**config.mk**
```make
export PLATFORM = sky130hd
export DESIGN_NAME = pulse_train_generator
export DESIGN_NICKNAME = d
export VERILOG_FILES = /design/src/rtl/pulse_train_generator.sv
export SDC_FILE = /design/constraint.sdc
export NUM_CORES = 1
export LEC_CHECK = 0
export BUFFER_PORTS_ARGS = -buffer_cell sky130_fd_sc_hd__buf_2
export CAP_MARGIN = 30
export CORE_MARGIN = 3
export CORE_UTILIZATION = 40
export DETAILED_ROUTE_END_ITERATION = 12
export PLACE_DENSITY = 0.63
export REMOVE_ABC_BUFFERS = 1
export SYNTH_ARGS = -nofsm -noshare
export SYNTH_HDL_FRONTEND = slang
export SYNTH_SLANG_ARGS = --single-unit
```
**constraint.sdc**
```tcl
create_clock -name clk -period 3.9 [get_ports clk]
set_clock_uncertainty 0.05 [all_clocks]
set_input_delay 0.39 -clock clk [delete_from_list [all_inputs] [get_ports clk]]
set_output_delay 0.39 -clock clk [all_outputs]
set_load 0.05 [all_outputs]
```
**src/rtl/pulse_train_generator.sv**
```systemverilog
// -----------------------------------------------------------------------------
// pulse_train_generator
//
// Emits a programmable train of pulses on a single-bit line. Each pulse is
// high for H cycles and low for L cycles; N pulses are produced per train.
// Registered rising/falling strobes accompany the line so local logic gets
// edge events without re-detecting them.
//
// Ports:
//   clk          system clock, all logic on rising edge
//   rst          synchronous reset, active-high
//   start        request a new train (only honoured in IDLE)
//   abort        terminate a train in progress
//   high_cycles  high phase length in cycles (0 treated as 1), latched on start
//   low_cycles   low phase length in cycles (0 treated as 1), latched on start
//   num_pulses   pulse count, latched on start (0 yields an empty train)
//   pulse_out    generated pulse line (registered)
//   rising_out   1-cycle strobe in the first cycle pulse_out is 1
//   falling_out  1-cycle strobe in the first cycle pulse_out is 0 after 1
//   busy         train in progress
//   done         1-cycle strobe, train completed normally
// -----------------------------------------------------------------------------
module pulse_train_generator #(
  parameter int DUR_W = 16,
  parameter int NUM_W = 8
) (
  input  logic             clk,
  input  logic             rst,
  input  logic             start,
  input  logic             abort,
  input  logic [DUR_W-1:0] high_cycles,
  input  logic [DUR_W-1:0] low_cycles,
  input  logic [NUM_W-1:0] num_pulses,
  output logic             pulse_out,
  output logic             rising_out,
  output logic             falling_out,
  output logic             busy,
  output logic             done
);

  typedef enum logic [1:0] {
    S_IDLE,
    S_HIGH,
    S_LOW,
    S_DONE
  } state_t;

  state_t           state;
  state_t           next_state;

  // Latched phase lengths are stored as (duration - 1) so they load straight
  // into the down-counter.
  logic [DUR_W-1:0] high_m1;
  logic [DUR_W-1:0] low_m1;
  logic [DUR_W-1:0] phase_cnt;
  logic [NUM_W-1:0] pulse_cnt;

  logic             phase_end;
  logic             last_pulse;

  // A zero duration is treated as one cycle, so the reload value saturates at 0.
  function automatic logic [DUR_W-1:0] dur_m1(input logic [DUR_W-1:0] d);
    return (d == '0) ? '0 : d - DUR_W'(1);
  endfunction

  assign phase_end  = (phase_cnt == '0);
  // pulse_cnt holds the pulses still to finish, including the current one.
  assign last_pulse = (pulse_cnt <= NUM_W'(1));

  // NOTE: every signal assigned in a combinational block gets a default at the
  // top, so no path through the case statement can leave it unassigned and
  // infer a latch.
  always_comb begin
    next_state = state;
    case (state)
      S_IDLE: begin
        if (start && !abort) begin
          next_state = (num_pulses != '0) ? S_HIGH : S_DONE;
        end
      end
      S_HIGH: begin
        if (abort) begin
          next_state = S_IDLE;
        end else if (phase_end) begin
          next_state = S_LOW;
        end
      end
      S_LOW: begin
        if (abort) begin
          next_state = S_IDLE;
        end else if (phase_end) begin
          next_state = last_pulse ? S_DONE : S_HIGH;
        end
      end
      S_DONE: begin
        next_state = S_IDLE;
      end
      default: begin
        next_state = S_IDLE;
      end
    endcase
  end

  // NOTE: sequential state uses non-blocking assignments so every register
  // samples the pre-edge values, independent of statement order.
  always_ff @(posedge clk) begin
    if (rst) begin
      state       <= S_IDLE;
      high_m1     <= '0;
      low_m1      <= '0;
      phase_cnt   <= '0;
      pulse_cnt   <= '0;
      pulse_out   <= 1'b0;
      rising_out  <= 1'b0;
      falling_out <= 1'b0;
      busy        <= 1'b0;
      done        <= 1'b0;
    end else begin
      state <= next_state;

      // Outputs are decoded from the upcoming state so they appear registered
      // in the same cycle the state takes effect. Strobes fire only on actual
      // line transitions, which covers abort out of the high phase as well.
      pulse_out   <= (next_state == S_HIGH);
      rising_out  <= (next_state == S_HIGH) && (state != S_HIGH);
      falling_out <= (next_state != S_HIGH) && (state == S_HIGH);
      busy        <= (next_state == S_HIGH) || (next_state == S_LOW);
      done        <= (next_state == S_DONE);

      case (state)
        S_IDLE: begin
          if (next_state == S_HIGH) begin
            high_m1   <= dur_m1(high_cycles);
            low_m1    <= dur_m1(low_cycles);
            pulse_cnt <= num_pulses;
            phase_cnt <= dur_m1(high_cycles);
          end
        end
        S_HIGH: begin
          if (next_state == S_LOW) begin
            phase_cnt <= low_m1;
          end else if (next_state == S_HIGH) begin
            phase_cnt <= phase_cnt - DUR_W'(1);
          end
        end
        S_LOW: begin
          if (next_state == S_HIGH) begin
            phase_cnt <= high_m1;
            pulse_cnt <= pulse_cnt - NUM_W'(1);
          end else if (next_state == S_LOW) begin
            phase_cnt <= phase_cnt - DUR_W'(1);
          end
        end
        default: begin
        end
      endcase
    end
  end

endmodule
```
# Yosys cells after proc, flatten, opt, wreduce, memory -nomap -nowiden
# Index checks and enable logic that the tools add are counted.
# classes
n_addsub	4
n_lt_le_gt_ge	1
eq_ne	12
muxes	19
n_reduce_logical	15
# ops
op	count
16-bit two-way mux	7
16-bit zero test	3
16-bit one-hot mux with 3 select lines	1
16-bit by 1-bit subtractor with 16-bit output (second input constant)	3
8-bit two-way mux	2
8-bit one-hot mux with 2 select lines	1
2-bit two-way mux	7
2-bit equality test (second input constant)	4
8-bit by 1-bit less-or-equal comparator with 1-bit output (second input constant)	1
2-bit one-hot mux with 4 select lines	1
8-bit nonzero test	1
8-bit by 1-bit subtractor with 8-bit output (second input constant)	1
2-bit by 1-bit equality test with 1-bit output (second input constant)	2
2-bit by 1-bit != test with 1-bit output (second input constant)	2
2-bit != test (second input constant)	2
4-bit AND reduction	1
1-bit logical AND	3
3-bit by 2-bit != test with 1-bit output (second input constant)	1
3-bit != test (second input constant)	1
3-bit AND reduction	1
3-bit nonzero test	1
2-bit zero test	1
2-bit AND reduction	1
2-bit nonzero test	1
2 further kinds	2
# word_totals
ff_bits	63
input_bits	44
output_inout_bits	5
elab_cells	61

# Depth between registers and ports, before layout
# logic_depth
depth_word	9
depth_mapped	15

# Worst setup path before layout
# OpenSTA, ideal clock, no wires.
# synth_timing
kind	reg-to-reg
startpoint	register phase_cnt[7]
endpoint	register phase_cnt[13]
arrival_ns	3.251
path_slack_ns	0.507
path_stages_with_launch	13
n_path_buf	1
period_less_slack_ns	3.393
cell_sequence	dfxtp_1 -> or4_4 -> nor4_1 -> a31oi_1 -> a211oi_1 -> inv_1 -> ha_1 -> nor2b_1 -> nor2_1 -> clkbuf_1 -> or4_1 -> a41o_1 -> o32ai_1
# synth_between
elab_chain_cells	7
# synth_rtl
item	line	source
from (decl)	55	logic [DUR_W-1:0] phase_cnt;
from (signal assigned)	136	phase_cnt <= dur_m1(high_cycles);
from (signal assigned)	141	phase_cnt <= low_m1;
from (signal assigned)	143	phase_cnt <= phase_cnt - DUR_W'(1);
16-bit zero test (*)	66	assign phase_end = (phase_cnt == '0);
2-bit two-way mux, on equally long branches	91, 84	
2-bit two-way mux, on equally long branches	89, 82	
2-bit one-hot mux with 4 select lines (*)	75	case (state)
via next_state[0]	49	state_t next_state;
2-bit by 1-bit equality test with 1-bit output / 2-bit equality test (equally long branches)	--	
3-bit != test (no line) (tied with other cells)	--	
4-bit AND reduction (no line) / 16-bit one-hot mux with 3 select lines (equally long branches)	--	
# The timed path passes the listed nets; every way through them passes the cells marked *. The select of a mux whose other input is x is not followed.
# A chain may end at the register's enable or synchronous reset.

# Worst setup path after layout
# layout_timing
startpoint	register phase_cnt[0]
endpoint	register phase_cnt[13]
# layout_between
elab_chain_cells	7
# layout_rtl
item	line
16-bit zero test	66
2-bit two-way mux, on equally long branches	91, 84
2-bit two-way mux, on equally long branches	89, 82
2-bit one-hot mux with 4 select lines	75
2-bit by 1-bit equality test with 1-bit output / 2-bit equality test (equally long branches)	--
3-bit != test (no line) (tied with other cells)	--
4-bit AND reduction (no line) / 16-bit one-hot mux with 3 select lines (equally long branches)	--
# Parallel ways exist; a longest one is shown, timed or not. The select of a mux whose other input is x is not followed.

==> metrics.yaml <==
status: "finished clean"
start_kind: "register"
powerDensity_nw_per_um2: 418.6
cp_data_arrival_time_ns: 3.81
maxCapViolations: 0
seqPwrFrac_pct: 40.1
p_int_w: 0.001277
crit_path_frequent_cell: "ha_1"
layout_commonest_cell: "dfxtp_1"
p_sw_share_pct: 33.15
post_cts_buffers: 0
antenna_found_initial: 0
path_delay_family: "simple AND/OR/NAND/NOR gates"
nets: 602
port_buffers: 48
n_fill_cell: 967
synth_edf_count: 0
drc: 0
top_layer: "met4"
ys_async_sr_fraction_pct: 0
setup_tns_ns: 0
grt_overflow: 0
totalWireLength_mm: 10.71
core_um2: 9371
cts_buffers: 9
synthTopCellsByArea: "dfxtp_1, a22oi_1, xnor2_1, nor2_1, a21oi_1"
gp_congestion: 0.8475
cts.clk_slew.worst_paths_ns: 0.08
path_depth: 12
drv_slew: 0
wl_met1_mm: 5.093
syn2layout_area_growth_pct: 16.25
drive_gt1_share_pct: 16.70
period_share_pct: 92.49
path_class: "register to register"
path_max_fanout: 7
clockBufferDepth: 2
layout_common_cells: "dfxtp_1, nor2_1, buf_2, a21oi_1, nand2_1"
period_needed_ns: 3.607
cts_tree: "yes"
dr.first_iter.drc_count: 238
synth-seq-cells: 63
met3_length_um: 563
p_leak_nw: 1.727
first_pass_iters: 5
p_sw_w: 0.0006333
cp_slowest_cell: "or4b_1"
peakVddDrop_mv: 0.1786
fin_ws_ns: 0.2930
vias: 3843
wl_per_cell_um: 15.74
dp_hpwl_mm: 7.953
yosysTopAreaCell: "dfxtp_1"
syn_avg_cell_area_um2: 7.853
final_area_um2: 4564
hold_viol: 0
p_comb_share_pct: 26.7
grt_max_degree: 41
grt_usage_pct: 19.12
dp_slack_ns: 0.1964
die_w_um: 105.1
netlist.area_leader.share_pct: 32.12
critPathRequiredTime_ns: 4.10
path_buf_inv: 1
seq_area_frac_synth_pct: 32.12
first_global_vias: 3570
slew_headroom_pct: 56.90
cts_root_buf: "clkbuf_8"
synthDistinctLibCells: 55
dpl_cell_area_um2: 4340
crit_path_cell_trace: "inv_1 > ha_1 > or4b_1 > or2_2 > o31ai_1 > a32oi_1 > ha_1 > nor2b_1 > nor2_1 > or4_1 > a41o_1 > o32ai_1"
initial_core_util_pct: 41.90
worst_slew_pin_slew_ns: 0.6406
hold_class: "primary input to register"
synth_cells: 500
regArea_um2: 1261
htreeDepth: 3
min_path_cells: 3
max_stage_delay_ns: 0.56
grt_pass1_wl_mm: 17.31
clk_latency_ns: 0.34
rsz0062_at_grt: "false"
setup_viol: 0
multi_input_area_um2: 2490
die_y_um: 105.1
wl_met2_mm: 4.841
placedCellCount: 664
die_area_um2: 11040
ys.flop_type: "dfxtp_1"
clkPwrFrac_pct: 33.2
syn_area_um2: 3926
io-pin-count: 49
fmax_ghz: 0.2772
reg2reg_depth: 12
cts_sinks: 63
finalNonFillerCells: 680
end_kind: "register"
ant_nets: 0
n_antenna_cell: 0
detail_route.vias_per_cell: 5.651
yosysWarningCount: 0
rows: 35
==> flip-flops by register name (all words and copies together), names as in the netlist <==
signal / count
falling_out: 1
busy: 1
pulse_out: 1
state: 2
pulse_cnt: 8
high_m1: 16
rising_out: 1
low_m1: 16
done: 1
phase_cnt: 16
==> cells by family after synthesis <==
group                      after synthesis  share of synthesized area [%]
AOI/OAI and AO/OA                      142                          24.70
xor gates and xnor gates                31                          6.915
adders and majority gates               12                          3.824
buffers and inverters                   49                          4.748
DFF                                     63                          32.12
muxes                                    6                          1.530
and+or+nand+nor                        197                          26.16
==> cells in the mapped netlist (all sizes together) (3+ instances only) <==
cell and count:
o32ai 10, nor2b 12, or2 4, buf 4, nand2b 11, a211oi 8, nand2 37, xnor2 24
nor3 19, or4 7, o31a 3, o22ai 4, and2 3, a41o 3, or3 3, o211ai 11
nand3 12, nand4b 3, inv 19, nor4 14, a311oi 3, dfxtp 63, a21oi 38, xor2 7
o21ai 15, nor3b 5, a22oi 30, nand3b 5, nor2 51, clkbuf 26, mux2i 6, nand4 4
ha 12, o31ai 4
==> worst reg2reg max path: stages (launching register included) <==
cell and delay, ns:
dfxtp_1 0.36, inv_1 0.07, ha_1 0.19, or4b_1 0.56, or2_2 0.37, o31ai_1 0.26
a32oi_1 0.17, ha_1 0.28, nor2b_1 0.24, nor2_1 0.13, or4_1 0.49, a41o_1 0.25
o32ai_1 0.09
==> repair_timing <==
item	in CTS	in global routing
resized for setup	0	4
endpoints found under the setup margin	0	10
endpoints found under the hold margin	0	0
hold buffers	0	0
==> final timing paths <==
kind | end | start | slack (ns)
hold reg to reg | high_m1[6] | high_m1[6] | 0.41
setup reg to reg | phase_cnt[13] | phase_cnt[0] | 0.29
hold / removal | low_m1[14] | low_cycles[14] | 0.29
setup / recovery | phase_cnt[13] | phase_cnt[0] | 0.29
==> through the flow <==
stage / hold slack, ns / total power [W] / util, %
finish: 0.2907 / 0.001910 / 48.70
global route: 0.2826 / 0.002008 / 48.70
CTS: 0.2873 / 0.001906 / 48.58
detailed placement: 0.4004 / 0.001282 / 46.32
global placement: 0.3923 / 0.001271 / 46.32
floorplan: 0.3760 / 0.001106 / -
==> area by class of cell <==
cell class,instances,share of cell area (%)
Clock buffer,10,2.796
Clock inverter,6,1.864
Inverter,19,1.562
Multi-Input combinational cell,388,54.55
Sequential cell,63,27.63
Tap cell,129,3.536
Timing Repair Buffer,65,8.059
==> power by group through the flow <==
stage	Combinational, W	Clock, W	Sequential (W)
CTS	0.000506	0.000636	0.000765
finish	0.000510	0.000635	0.000766
global route	0.000567	0.000667	0.000774
floorplan	0.000335	0	0.000771
detailed placement	0.000502	0	0.000779
global placement	0.000495	0	0.000776
==> per-layer routing <==
layer,GRT usage (%),vias up
li1,-,1933
met1,25.34,1779
met2,30.93,110
met3,3.953,21
met4,6.373,0
met5,0,-
Note: power is estimated with default switching activity, not from simulation.
